===== src/rtl/nbit_updown_counter.sv =====
// nbit_updown_counter
// Up/down counter over the range 0..MAX_COUNT with parallel load (clamped to
// the range), selectable wrap or saturate at the range ends, a combinational
// terminal-count flag, a one-cycle wrap pulse and a saturation-hold flag.
// clr is an asynchronous, active-low reset.

module nbit_updown_counter #(
  parameter int unsigned      WIDTH     = 4,
  parameter logic [WIDTH-1:0] MAX_COUNT = {WIDTH{1'b1}}
) (
  input  logic             clk,
  input  logic             clr,
  input  logic             en,
  input  logic             mode,
  input  logic             sat,
  input  logic             load,
  input  logic [WIDTH-1:0] d,
  output logic [WIDTH-1:0] q,
  output logic             tc,
  output logic             ovf,
  output logic             busy_sat
);

  localparam logic [WIDTH-1:0] ZERO_V = {WIDTH{1'b0}};
  localparam logic [WIDTH-1:0] ONE_V  = {{(WIDTH-1){1'b0}}, 1'b1};

  logic [WIDTH-1:0] q_r;
  logic             ovf_r;
  logic             busy_sat_r;

  logic [WIDTH-1:0] q_next_s;
  logic             ovf_next_s;
  logic             busy_next_s;
  logic [WIDTH-1:0] load_val_s;
  logic             at_top_s;
  logic             at_bot_s;

  // Range-end detection and the clamped load value; q never leaves 0..MAX_COUNT.
  assign at_top_s   = (q_r == MAX_COUNT);
  assign at_bot_s   = (q_r == ZERO_V);
  assign load_val_s = (d > MAX_COUNT) ? MAX_COUNT : d;

  // Next-state decode with priority load > enable > hold.
  always_comb begin
    q_next_s    = q_r;
    ovf_next_s  = 1'b0;
    busy_next_s = 1'b0;
    if (load) begin
      // Load always wins, clears the wrap pulse and the saturation flag.
      q_next_s = load_val_s;
    end else if (en) begin
      if (mode == 1'b0) begin
        if (at_top_s) begin
          if (sat) begin
            busy_next_s = 1'b1;
          end else begin
            q_next_s   = ZERO_V;
            ovf_next_s = 1'b1;
          end
        end else begin
          q_next_s = q_r + ONE_V;
        end
      end else begin
        if (at_bot_s) begin
          if (sat) begin
            busy_next_s = 1'b1;
          end else begin
            q_next_s   = MAX_COUNT;
            ovf_next_s = 1'b1;
          end
        end else begin
          q_next_s = q_r - ONE_V;
        end
      end
    end else begin
      // Disabled: hold the count; pulse and saturation flag drop.
      q_next_s = q_r;
    end
  end

  // State register with asynchronous active-low clear.
  always_ff @(posedge clk or negedge clr) begin
    if (!clr) begin
      q_r        <= ZERO_V;
      ovf_r      <= 1'b0;
      busy_sat_r <= 1'b0;
    end else begin
      q_r        <= q_next_s;
      ovf_r      <= ovf_next_s;
      busy_sat_r <= busy_next_s;
    end
  end

  // Terminal count follows the current direction, independent of enable.
  assign tc       = mode ? at_bot_s : at_top_s;
  assign q        = q_r;
  assign ovf      = ovf_r;
  assign busy_sat = busy_sat_r;

endmodule


===== config.mk =====
export PLATFORM = sky130hd
export DESIGN_NAME = nbit_updown_counter
export DESIGN_NICKNAME = d
export VERILOG_FILES = /design/src/rtl/nbit_updown_counter.sv
export SDC_FILE = /design/constraint.sdc
export NUM_CORES = 1
export LEC_CHECK = 0
export ABC_AREA = 1
export BUFFER_PORTS_ARGS = -buffer_cell sky130_fd_sc_hd__buf_2
export CAP_MARGIN = 15
export CORE_AREA = 2 2 39 41
export CTS_BUF_LIST = sky130_fd_sc_hd__clkbuf_16
export DETAILED_ROUTE_END_ITERATION = 12
export DIE_AREA = 0 0 41 43
export GPL_TIMING_DRIVEN = 1
export PLACE_DENSITY = 0.66
export REMOVE_ABC_BUFFERS = 1
export SYNTH_ARGS = -nofsm -noshare
export SYNTH_HDL_FRONTEND = slang
export SYNTH_SLANG_ARGS = --single-unit

===== constraint.sdc =====
create_clock -name clk -period 1.3 [get_ports clk]
set_input_delay 0.195 -clock clk [delete_from_list [all_inputs] [get_ports clk]]
set_output_delay 0.195 -clock clk [all_outputs]
set_load 0.02 [all_outputs]

==> results.py <==
metrics = {
    "status": {
        "failing_checks": "negative setup slack",
        "run_status": "finished with violations",
    },
    "detailed_routing": {
        "antenna_violating_nets_post_route": 0,
        "number_of_drc_markers_in_iteration_0": 2,
        "finalWirelength_mm": 1.59,
        "avgViaCountPerCell": 4.86,
        "drt-pass1-iter-count": 2,
        "route.detailed.wl_per_inst_um": 13.1,
        "route.detailed.drc": 0,
        "via_count": 588,
    },
    "global_route": {
        "grt_overflow_total": 0,
        "groute.usage.overall": 0.206,
        "first_global_vias": 531,
        "number_of_antenna_violations_at_the_first_check_in_global_routing": 0,
        "grt_max_degree": 10,
        "grt_first_pass_wirelength_mm": 2.33,
    },
    "setup_path": {
        "crit_path_end": "tc",
        "required_ps": 1110,
        "worst_setup_path_start_kind": "flip-flop",
        "crit_type": "flip-flop to output pin",
        "reg2reg_setup_slack_ps": -40,
        "crit_path_max_fanout": 2,
        "timing.rr.start": "q[0]$_DFFE_PN0P_",
        "worstSetupStartpoint": "q[0]$_DFFE_PN0P_",
        "reg2regPathDepth": 7,
        "worst_ep_arrival_time_ps": 1250,
        "worst_setup_path_end_kind": "output pin",
        "worst_r2r_endpoint": "q[1]$_DFFE_PN0P_",
    },
    "power_and_ir_drop": {
        "p_sw_frac": 0.328,
        "power.share.clock": 0.417,
        "power_density_nw_per_um2": 1440,
        "power_frac_seq": 0.191,
        "power.combinational.fraction": 0.392,
        "power.net_switching_uw": 397,
        "total_power_mw": 1.21,
        "vdd.ir_drop.worst_mv": 0.896,
        "intPower_uw": 813,
        "leakagePower_nw": 0.444,
    },
    "synthesis": {
        "ys_types": 17,
        "ys.flop_type": "dfrtp_1",
        "syn_area_um2": 500,
        "netlist_top_cells_count": "nand2_1 (27), inv_1 (9), nor2_1 (8), dfrtp_1 (6), nand3_1 (4)",
        "synth-seq-area-share": 0.300,
        "synth_async_sr_flop_share": 1.00,
        "most_area_consuming_cells_after_synthesis": "dfrtp_1 (30%), nand2_1 (20%), inv_1 (6.8%), nor2_1 (6.0%), o21ai_2 (5.2%)",
        "syn-instance-count": 77,
        "netlist.area_leader.share": 0.300,
        "post-synth-top-count-cell": "nand2_1",
        "synth.largest_area_cell": "dfrtp_1",
        "synthesized_area_per_cell_um2": 6.50,
        "synth-edff-count": 0,
        "ys_warns": 0,
        "ys_seq_elements": 6,
    },
    "cells_and_area": {
        "postLayoutCellArea_um2": 838,
        "number_of_diodes_added_for_antenna_fixing": 0,
        "design.final.nets": 119,
        "layout_area_growth_over_synthesis_pct": 67.5,
        "post_route_cells_drive_above_1_share": 0.457,
    },
    "placed_design": {
        "detailed_place.area_um2": 646,
        "port_buffers": 16,
        "gp_congestion": 0.821,
        "pre_cts_slack_ps": -86.8,
        "dp_hpwl_mm": 1.07,
    },
    "clocking": {
        "clock_latency_ps": 230,
        "clk_path_buf_depth": 2,
        "cts_tree": "done",
        "tritoncts.num_buffers": 3,
        "maximum_level_of_the_cts_h_tree": 1,
        "clk_pin_slew_ps": 40,
        "cts.sinks": 6,
        "cts_root_buffer": "clkbuf_16",
    },
    "sta": {
        "fmaxAchievable_ghz": 0.691,
        "timing.hold.ws_ps": 161,
        "final_slew_viol_count": 0,
        "min_period_ps": 1450,
        "timing.max_slew.rel_slack": 0.843,
        "timing_hold_violations_final": 0,
        "tightest_slew_ps": 234,
        "finalSetupViolCount": 4,
        "setup_repair_after_global_routing_missed_its_margin": "yes",
        "final_critical_path_setup_slack_ps": -147,
        "fin_crit_share": 1.11,
        "skew_ps": 2.45,
        "aggregate_negative_setup_slack_ps": -239,
    },
    "floorplan": {
        "die_h_um": 43,
        "start_util": 0.362,
        "design.core.area_um2": 1380,
        "io_pins": 17,
        "chipWidth_um": 41,
        "die_area_um2": 1760,
        "row_count": 14,
    },
    "flow_run": {
        "max_cap_violations": 0,
    },
    "worst_hold_path": {
        "worst_hold_path_type": "input pin to flip-flop",
    },
}
==> kinds of logic after synthesis <==
group / count (synthesis) / synth area share
fa+ha+maj: 2 / 0.0500
flops: 6 / 0.300
compound gates: 7 / 0.0925
simple gates: 50 / 0.460
buf+inv: 12 / 0.0975
==> power groups by stage <==
stage / registers, mW / clock network (mW) / logic (mW)
after floorplan: 0.275 / 0 / 0.179
after global placement: 0.230 / 0 / 0.364
after detailed placement: 0.231 / 0 / 0.372
after CTS: 0.231 / 0.508 / 0.444
after global routing: 0.235 / 0.525 / 0.525
final: 0.231 / 0.505 / 0.474
==> cells in the final DEF (no fill, tap or decap), drive strengths merged <==
cell | synthesis | layout
nor3 | 2 | 2
buf | 1 | 25
nand2 | 29 | 29
o21ai | 4 | 4
nor2 | 9 | 9
dfrtp | 6 | 6
a21oi | 3 | 3
nand4 | 2 | 2
nand3 | 6 | 6
or2 | 2 | 2
inv | 11 | 11
ha | 2 | 2
dlygate4sd3 | 0 | 1
clkbuf | 0 | 3
==> registers in the layout, summed over array words and instances, names as in the netlist <==
register  flops
ovf           1
busy_sat      1
q             4
==> worst min path at each step <==
| stage | from | end | slack (ps) | cells after the start |
|---|---|---|---|---|
| after floorplan | clr | busy_sat$_DFF_PN0_ | -100 | 0 |
| after global placement | clr | q[3]$_DFFE_PN0P_ | 20 | 1 |
| after detailed placement | clr | q[2]$_DFFE_PN0P_ | 40 | 1 |
| after CTS | sat | ovf$_DFF_PN0_ | 160 | 2 |
| after global routing | sat | ovf$_DFF_PN0_ | 160 | 2 |
| final | sat | ovf$_DFF_PN0_ | 160 | 2 |
==> worst max-delay path, stage by stage, from the launching register on <==
cell,delay (ps)
dfrtp_1,360
buf_6,120
ha_4,130
nand2_4,50
buf_6,110
o21ai_4,120
buf_6,130
==> metrics by stage <==
stage,cells,utilization
floorplan,76,-
global placement,115,0.467
detailed placement,115,0.467
CTS,122,0.588
global route,121,0.606
finish,121,0.606
==> layer usage <==
| metal | track usage | share of wire |
|---|---|---|
| met4 | 0.0600 | 0.018 |
| met5 | 0 | 0 |
| met3 | 0.0785 | 0.033 |
| met1 | 0.254 | 0.38 |
| met2 | 0.319 | 0.57 |
==> layout make-up <==
cell class,count,area (um2)
clock buffers,3,75.1
well taps,16,20.0
fillers,130,546
flip-flops and latches,6,150
multi-input cells,59,370
inverters,11,43.8
repair buffers,26,179
==> what timing repair did <==
action,4_1_cts,5_1_grt
setup endpoints to repair,5,5
hold endpoints to repair,6,0
buffers inserted,3,0
gates resized for setup,14,8
pin swaps,3,5
hold buffers,1,0
Note: power is estimated with default switching activity, not from simulation.
